$ cat config.mk
export PLATFORM = sky130hd
export DESIGN_NAME = microc_stack
export DESIGN_NICKNAME = d
export VERILOG_FILES = /design/src/rtl/microc_stack.sv
export SDC_FILE = /design/constraint.sdc
export NUM_CORES = 1
export LEC_CHECK = 0
export BUFFER_PORTS_ARGS = -buffer_cell sky130_fd_sc_hd__buf_2
export CAP_MARGIN = 20
export CORE_MARGIN = 2
export CORE_UTILIZATION = 45
export CTS_BUF_LIST = sky130_fd_sc_hd__clkbuf_16
export DETAILED_ROUTE_END_ITERATION = 8
export MAX_ROUTING_LAYER = met4
export PLACE_DENSITY_LB_ADDON = 0.12
export SLEW_MARGIN = 20
export SYNTH_ARGS = -nofsm -noshare
export SYNTH_HDL_FRONTEND = slang
export SYNTH_SLANG_ARGS = --single-unit
$ cat constraint.sdc
create_clock -name clk -period 6.08 [get_ports clk]
set_input_delay 1.216 -clock clk [delete_from_list [all_inputs] [get_ports clk]]
set_output_delay 1.216 -clock clk [all_outputs]
set_load 0.01 [all_outputs]
$ cat src/rtl/microc_stack.sv
// Parametrised single-cycle microcontroller datapath: register file, ALU with
// zero/carry flags, program counter and a hardware return-address stack.
module microc_stack #(
  parameter int DW     = 8,
  parameter int RAW    = 4,
  parameter int PCW    = 10,
  parameter int SDEPTH = 8,
  localparam int M1    = (PCW > DW + RAW) ? PCW : DW + RAW,
  localparam int IW    = 6 + ((M1 > 3 * RAW) ? M1 : 3 * RAW)
) (
  input  logic          clk,
  input  logic          reset,
  input  logic [IW-1:0] instr,
  input  logic          s_inc,
  input  logic          s_inm,
  input  logic          we3,
  input  logic          wez,
  input  logic [2:0]    Op,
  input  logic          push,
  input  logic          pop,
  output logic [PCW-1:0] pc,
  output logic [5:0]    Opcode,
  output logic          z,
  output logic          c,
  output logic          stk_empty,
  output logic          stk_full,
  output logic          stk_err
);

  localparam int NREG = 2 ** RAW;
  localparam int SIW  = $clog2(SDEPTH);
  localparam int SPW  = SIW + 1;

  logic [NREG-1:0][DW-1:0]    rf_q, rf_d;
  logic [SDEPTH-1:0][PCW-1:0] stk_q, stk_d;
  logic [PCW-1:0]             pc_q, pc_d;
  logic [SPW-1:0]             sp_q, sp_d;
  logic                       z_q, z_d, c_q, c_d, err_q, err_d;

  logic [PCW-1:0] target, pc_inc;
  logic [DW-1:0]  imm, rd1, rd2, alu_res, wdata;
  logic [RAW-1:0] ra1, ra2, wa3;
  logic [DW:0]    sum, diff;
  logic           alu_c;
  logic [SPW-1:0] sp_dec;
  logic [SIW-1:0] top_idx;

  assign target = instr[PCW-1:0];
  assign imm    = instr[DW+RAW-1:RAW];
  assign ra1    = instr[3*RAW-1:2*RAW];
  assign ra2    = instr[2*RAW-1:RAW];
  assign wa3    = instr[RAW-1:0];
  assign Opcode = instr[IW-1:IW-6];

  // Register file reads and ALU
  always_comb begin
    rd1     = (ra1 == '0) ? '0 : rf_q[ra1];
    rd2     = (ra2 == '0) ? '0 : rf_q[ra2];
    sum     = {1'b0, rd1} + {1'b0, rd2};
    diff    = {1'b0, rd1} - {1'b0, rd2};
    alu_res = '0;
    alu_c   = 1'b0;
    case (Op)
      3'b000: alu_res = rd1;
      3'b001: alu_res = ~rd1;
      3'b010: begin alu_res = sum[DW-1:0];  alu_c = sum[DW];  end
      3'b011: begin alu_res = diff[DW-1:0]; alu_c = diff[DW]; end
      3'b100: alu_res = rd1 & rd2;
      3'b101: alu_res = rd1 | rd2;
      3'b110: alu_res = -rd1;
      3'b111: alu_res = -rd2;
      default: alu_res = '0;
    endcase
    wdata = s_inm ? imm : alu_res;
  end

  always_comb begin
    rf_d = rf_q;
    if (we3 && wa3 != '0) rf_d[wa3] = wdata;
    z_d = wez ? (alu_res == '0) : z_q;
    c_d = wez ? alu_c : c_q;
  end

  assign stk_empty = (sp_q == '0);
  assign stk_full  = (sp_q == SPW'(SDEPTH));
  assign sp_dec    = sp_q - SPW'(1);
  assign top_idx   = sp_dec[SIW-1:0];
  assign pc_inc    = pc_q + PCW'(1);

  // Next PC / stack; faulting stack ops stall the PC and latch the error
  always_comb begin
    pc_d  = pc_q;
    sp_d  = sp_q;
    stk_d = stk_q;
    err_d = err_q;
    if (pop && push) begin
      err_d = 1'b1;
    end else if (pop) begin
      if (stk_empty) err_d = 1'b1;
      else begin
        pc_d = stk_q[top_idx];
        sp_d = sp_dec;
      end
    end else if (push) begin
      if (stk_full) err_d = 1'b1;
      else begin
        stk_d[sp_q[SIW-1:0]] = pc_inc;
        sp_d = sp_q + SPW'(1);
        pc_d = target;
      end
    end else begin
      pc_d = s_inc ? pc_inc : target;
    end
  end

  always_ff @(posedge clk or negedge reset) begin
    if (!reset) begin
      rf_q  <= '0;
      stk_q <= '0;
      pc_q  <= '0;
      sp_q  <= '0;
      z_q   <= 1'b0;
      c_q   <= 1'b0;
      err_q <= 1'b0;
    end else begin
      rf_q  <= rf_d;
      stk_q <= stk_d;
      pc_q  <= pc_d;
      sp_q  <= sp_d;
      z_q   <= z_d;
      c_q   <= c_d;
      err_q <= err_d;
    end
  end

  assign pc      = pc_q;
  assign z       = z_q;
  assign c       = c_q;
  assign stk_err = err_q;

endmodule
Yosys cells after proc, flatten, opt, wreduce, memory -nomap -nowiden
Cells that the tools add are included.
{"block": "classes", "addsub": 7, "magnitude_cmp": 7, "n_eq_ne": 12, "bitwise": 6, "reduce_logical": 17, "n_mux": 31}
{"cell": "$bwmux 128", "n": 1}
{"cell": "$bwmux 80", "n": 1}
{"cell": "$mux 10", "n": 7}
{"cell": "$bmux 8 s4", "n": 2}
{"cell": "$pmux 8 s8", "n": 1}
{"cell": "$mux 8", "n": 6}
{"cell": "$demux 8 s4", "n": 1}
{"cell": "$bmux 10 s3", "n": 1}
{"cell": "$demux 10 s3", "n": 1}
{"cell": "$mux 4", "n": 4}
{"cell": "$neg 8->8", "n": 2}
{"cell": "$lt 4x5->1 const B", "n": 3}
{"cell": "$eq 3x3->1 const B", "n": 4}
{"cell": "$logic_not 4->1", "n": 3}
{"cell": "$add 10x1->10 const B", "n": 1}
{"cell": "$add 8x8->9", "n": 1}
{"cell": "$sub 8x8->9", "n": 1}
{"cell": "$and 8x8->8", "n": 1}
{"cell": "$logic_not 8->1", "n": 1}
{"cell": "$lt 3x4->1 const B", "n": 2}
{"cell": "$not 8->8", "n": 1}
{"cell": "$or 8x8->8", "n": 1}
{"cell": "$reduce_and 4->1", "n": 2}
{"cell": "$eq 3x2->1 const B", "n": 2}
{"cell": "other kinds (18)", "n": 30}
{"block": "totals", "elab_cells": 109, "ff_bits": 225}

Longest topological paths before layout
{"block": "logic_depth", "depth_word": 7, "mapped_depth": 20}

Worst setup path before layout
Ideal clock, no wire load.
{"block": "synth_path", "path_kind": "input-to-reg", "from": "in instr[5]", "to": "reg rf_q[46] (netlist bit)", "arrival_ps": 4883, "stages": 18, "path_slack_ps": 1072, "t_required_ps": 5955, "setup_ps": 125, "path_cell_list": "buf_2 buf_2 buf_2 a2111oi_0 nor4_1 a21o_1 ha_1 inv_1 fa_1 a221oi_1 o21bai_1 a21oi_1 a21oi_1 xnor2_1 a2111oi_4 a31oi_4 buf_4 mux2_2"}
{"block": "synth_between", "elab_chain_len": 7, "word_cells_on_any_way": 12, "classes_between": "3 x add/sub; 6 x mux; 2 x bitwise; 1 x reduce/logical"}
{"element": "start: declaration", "line_no": "13", "text": "input logic [IW-1:0] instr,"}
{"element": "$bmux 8 s4", "line_no": "58", "text": "rd2 = (ra2 == '0) ? '0 : rf_q[ra2];"}
{"element": "$mux 8 (not written as such)", "line_no": "58"}
{"element": "$mux 8 (*)", "line_no": "58"}
{"element": "$neg 8->8 (tied with other cells)", "line_no": "71", "text": "3'b111: alu_res = -rd2;"}
{"element": "$pmux 8 s8 (*)", "line_no": "63", "text": "case (Op)"}
{"element": "$mux 8 (*)", "line_no": "74", "text": "wdata = s_inm ? imm : alu_res;"}
{"element": "$bwmux 128 (*)", "line_no": "79", "text": "if (we3 && wa3 != '0) rf_d[wa3] = wdata;"}
{"element": "end signal: assignment", "line_no": "126", "text": "rf_q <= rf_d;"}
{"element": "end: declaration", "line_no": "34", "text": "logic [NREG-1:0][DW-1:0] rf_q, rf_d;"}
Every way passes the cells marked *; elsewhere a longest branch is shown, timed or not. The select of a mux whose other input is x is not followed.
A chain may end at the register's enable or synchronous reset.

Worst setup path after layout
{"block": "layout_path", "from": "in instr[10]", "to": "reg rf_q[62] (netlist bit)"}
{"block": "layout_between", "elab_chain_len": 7, "word_cells_on_any_way": 13, "classes_between": "3 x add/sub; 6 x mux; 3 x bitwise; 1 x reduce/logical"}
{"element": "$bmux 8 s4", "line_no": "57", "text": "rd1 = (ra1 == '0) ? '0 : rf_q[ra1];"}
{"element": "$mux 8 (not written as such)", "line_no": "57"}
{"element": "$mux 8", "line_no": "57"}
{"element": "$neg 8->8 (tied with other cells)", "line_no": "70", "text": "3'b110: alu_res = -rd1;"}
{"element": "$pmux 8 s8", "line_no": "63"}
{"element": "$mux 8 (*)", "line_no": "74"}
{"element": "$bwmux 128 (*)", "line_no": "79"}
Marks and branches as above.

==> metrics.yaml <==
grt:
  grt_use_total_pct: 24.81
  overflow: 0
  grt_pass1_wl_um: 57610
  grt_max_degree: 131
  antenna_found_initial: 0
  grt_pass1_vias: 9620
worst_setup_path:
  cp_data_required_time_ns: 6.49
  startpoint_type: "input pin"
  endpoint_kind: "flop"
  path_class: "input pin to flop"
  cp_data_arrival_time_ns: 5.67
  cp_max_fo: 34
  reg2reg_depth: 14
die:
  fp.dieW_um: 176.6
  rows: 63
  io_pins: 50
  core_area_mm2: 0.02948
  start_util_pct: 45.47
  dieArea_mm2: 0.03118
  die_y_um: 176.6
cells_and_area:
  fill_cells: 2730
  layoutNonFillerInstCount: 1624
  area_delta_synth_final_pct: 10.08
  diodes: 0
  final_nets: 1275
  seqCellArea_mm2: 0.005630
  multi_input_area_mm2: 0.007182
  drive_gt1_share_pct: 25.12
logic_synthesis:
  synth_xor_area_share_pct: 1.438
  syn_area_mm2: 0.01340
  synthSimpleGateAreaFrac_pct: 10.78
  synth_fp_nets: 1275
  syn_inst: 1214
  ys_warn_count: 0
  avgSynthCellArea_um2: 11.04
  async_reset_ff_share_pct: 100.0
  synthFlopType: "dfrtp_1"
  synth-adder-area-share_pct: 3.099
  synth_top_family_by_area: "multiplexers"
  ys_seq_area_share_pct: 42.01
  synth_enable_flop_cells: 0
  synth_cell_types: 80
  synth-compound-area-share_pct: 13.60
  ys_seq_elements: 225
  synth.mux.area_fraction_pct: 24.45
run_status:
  status: "finished clean"
route:
  wl_per_cell_um: 22.53
  first_iter_violations: 643
  avgViaCountPerCell: 5.953
  num_vias: 9668
  ant_nets: 0
  first_pass_iters: 5
  drc: 0
  wl_um: 36590
clock_network:
  cts_resized: 0
  cts.sinks: 225
  clk_pin_slew_worst_paths_ns: 0.06
  holdBufCountCts: 0
  cts_root_buffer: "clkbuf_16"
  cts_tree: "built"
  clk_path_buf_depth: 3
  clock_latency_ns: 0.55
  post_cts_buffers: 0
  cts-htree-levels: 1
  cts_buffers: 26
sta:
  tns_ns: 0
  final_hold_viol_count: 0
  final_max_slew_viol_count: 0
  setup_viol: 0
  relSlewSlack_pct: 19.20
  skew_ns: 0.02647
  min_period_over_period_pct: 86.55
  min_period_ns: 5.262
  max_freq_mhz: 190.0
  tightestPinTransition_ns: 1.209
  rsz0062_at_grt: "false"
power:
  finalPower_mw: 6.573
  netSwitchingPower_mw: 2.381
  sequentialPowerShare_pct: 37.7
  total_leakage_power_nw: 6.247
  irDropWorstVdd_v: 0.0003859
  p_per_area_mw_per_mm2: 445.5
  power_frac_clock_pct: 23.6
  netSwitchingFraction_pct: 36.22
  combPwrFrac_pct: 38.7
  intPower_mw: 4.192
hold_path:
  min-delay-path-class: "flop to flop"
  min_path_cells: 0
placement:
  place_congestion: 0.8554
  dp_cells: 1575
  dp_hpwl_um: 24850
  io_buffer_count: 37
flow_run:
  drv_cap: 0
area by class of cell:
type                       count  area share [%]
clock buffer                  26           4.409
clock inverter                22           1.272
inverter                      35          0.8904
multi-input combinational    858           48.67
sequential                   225           38.16
tap                          390           3.307
timing repair buffer          68           3.290
through the flow:
step / util (%) / instance area, um^2 / hold slack (ns) / setup slack, ns
floorplan: - / 13400 / 0.4218 / 1.072
global placement: 47.09 / 13880 / 0.3778 / 0.3514
detailed placement: 47.09 / 13880 / 0.3719 / 0.3219
CTS: 49.93 / 14720 / 0.3860 / 0.8412
global route: 50.05 / 14760 / 0.3946 / 0.5666
finish: 50.05 / 14760 / 0.3855 / 0.8177
kinds of logic (layout without fill, tap and decap cells):
group,after synthesis,in the layout
fa+ha+maj,32,32
buf+inv,131,151
mux,216,216
compound gates,279,279
xor+xnor,22,22
flops,225,225
simple gates,309,309
cell usage after synthesis, drive strengths merged (14+ instances only):
library cell	number	area, um^2
ha	30	375.4
o21ai	97	489.2
buf	51	320.3
mux2i	24	240.2
dfrtp	225	5630
mux4	74	1708
clkbuf	45	168.9
a211oi	15	117.6
inv	35	131.4
xnor2	14	122.6
nor3	14	75.07
nand2	98	367.9
nor2b	17	106.4
mux2	118	1329
a21oi	69	349.1
nand3	20	100.1
nor2	97	364.1
final timing paths:
| path | startpoint | endpoint | slack [ns] |
|---|---|---|---|
| setup / recovery | instr[10] | rf_q[62] | 0.82 |
| hold / removal | rf_q[7] | rf_q[7] | 0.39 |
| setup reg to reg | rf_q[16] | rf_q[62] | 1.69 |
| hold reg to reg | rf_q[7] | rf_q[7] | 0.39 |
| max in group asynchronous | reset | rf_q[22] | 3.98 |
| min in group asynchronous | reset | c | 0.53 |
power groups by stage:
stage          Combinational [mW]  Sequential (mW)  Clock (mW)
2_1_floorplan                1.93             2.35           0
3_3_place_gp                 2.52             2.48           0
3_5_place_dp                 2.54             2.50           0
4_1_cts                      2.55             2.47        1.58
5_1_grt                      2.80             2.56        1.64
6_report                     2.54             2.48        1.55
flip-flops by register name (all words and copies together), names as in the netlist:
name     cells
stk_err      1
z            1
rf_q       128
sp_q         4
c            1
pc          10
stk_q       80
layout by cell type (no fill, tap or decap), drive strengths merged, types with 9 or more instances in the layout:
cell / Yosys / routed
nand3: 20 / 20
a31oi: 9 / 9
o31ai: 12 / 12
a21oi: 69 / 69
nor2b: 17 / 17
a211oi: 15 / 15
buf: 51 / 68
nor3: 14 / 14
a22oi: 12 / 12
a221oi: 12 / 12
mux2: 118 / 118
clkinv: 0 / 11
nor2: 97 / 97
dfrtp: 225 / 225
mux4: 74 / 74
clkbuf: 45 / 26
inv: 35 / 40
nand2: 98 / 98
nand2b: 13 / 13
ha: 30 / 30
mux2i: 24 / 24
xnor2: 14 / 14
o21ai: 97 / 97
layer usage:
| layer | vias up | GRT usage [%] | routed length (um) |
|---|---|---|---|
| li1 | 4473 | - | - |
| met4 | 0 | 6.956 | 992 |
| met3 | 63 | 3.359 | 1561 |
| met5 | - | - | 0 |
| met1 | 4926 | 33.15 | 16320 |
| met2 | 206 | 39.88 | 17710 |
critical path, cell delays in order:
cell and delay, ns:
buf_2 0.66, mux4_1 0.41, mux2_2 0.30, a22oi_2 0.32, ha_1 0.20, inv_1 0.05, fa_1 0.40, a221oi_1 0.40
o21bai_1 0.12, a21oi_1 0.19, a21oi_1 0.11, xnor2_1 0.20, a2111oi_4 0.48, a31oi_4 0.26, mux2_2 0.35
Note: power is estimated with default switching activity, not from simulation.
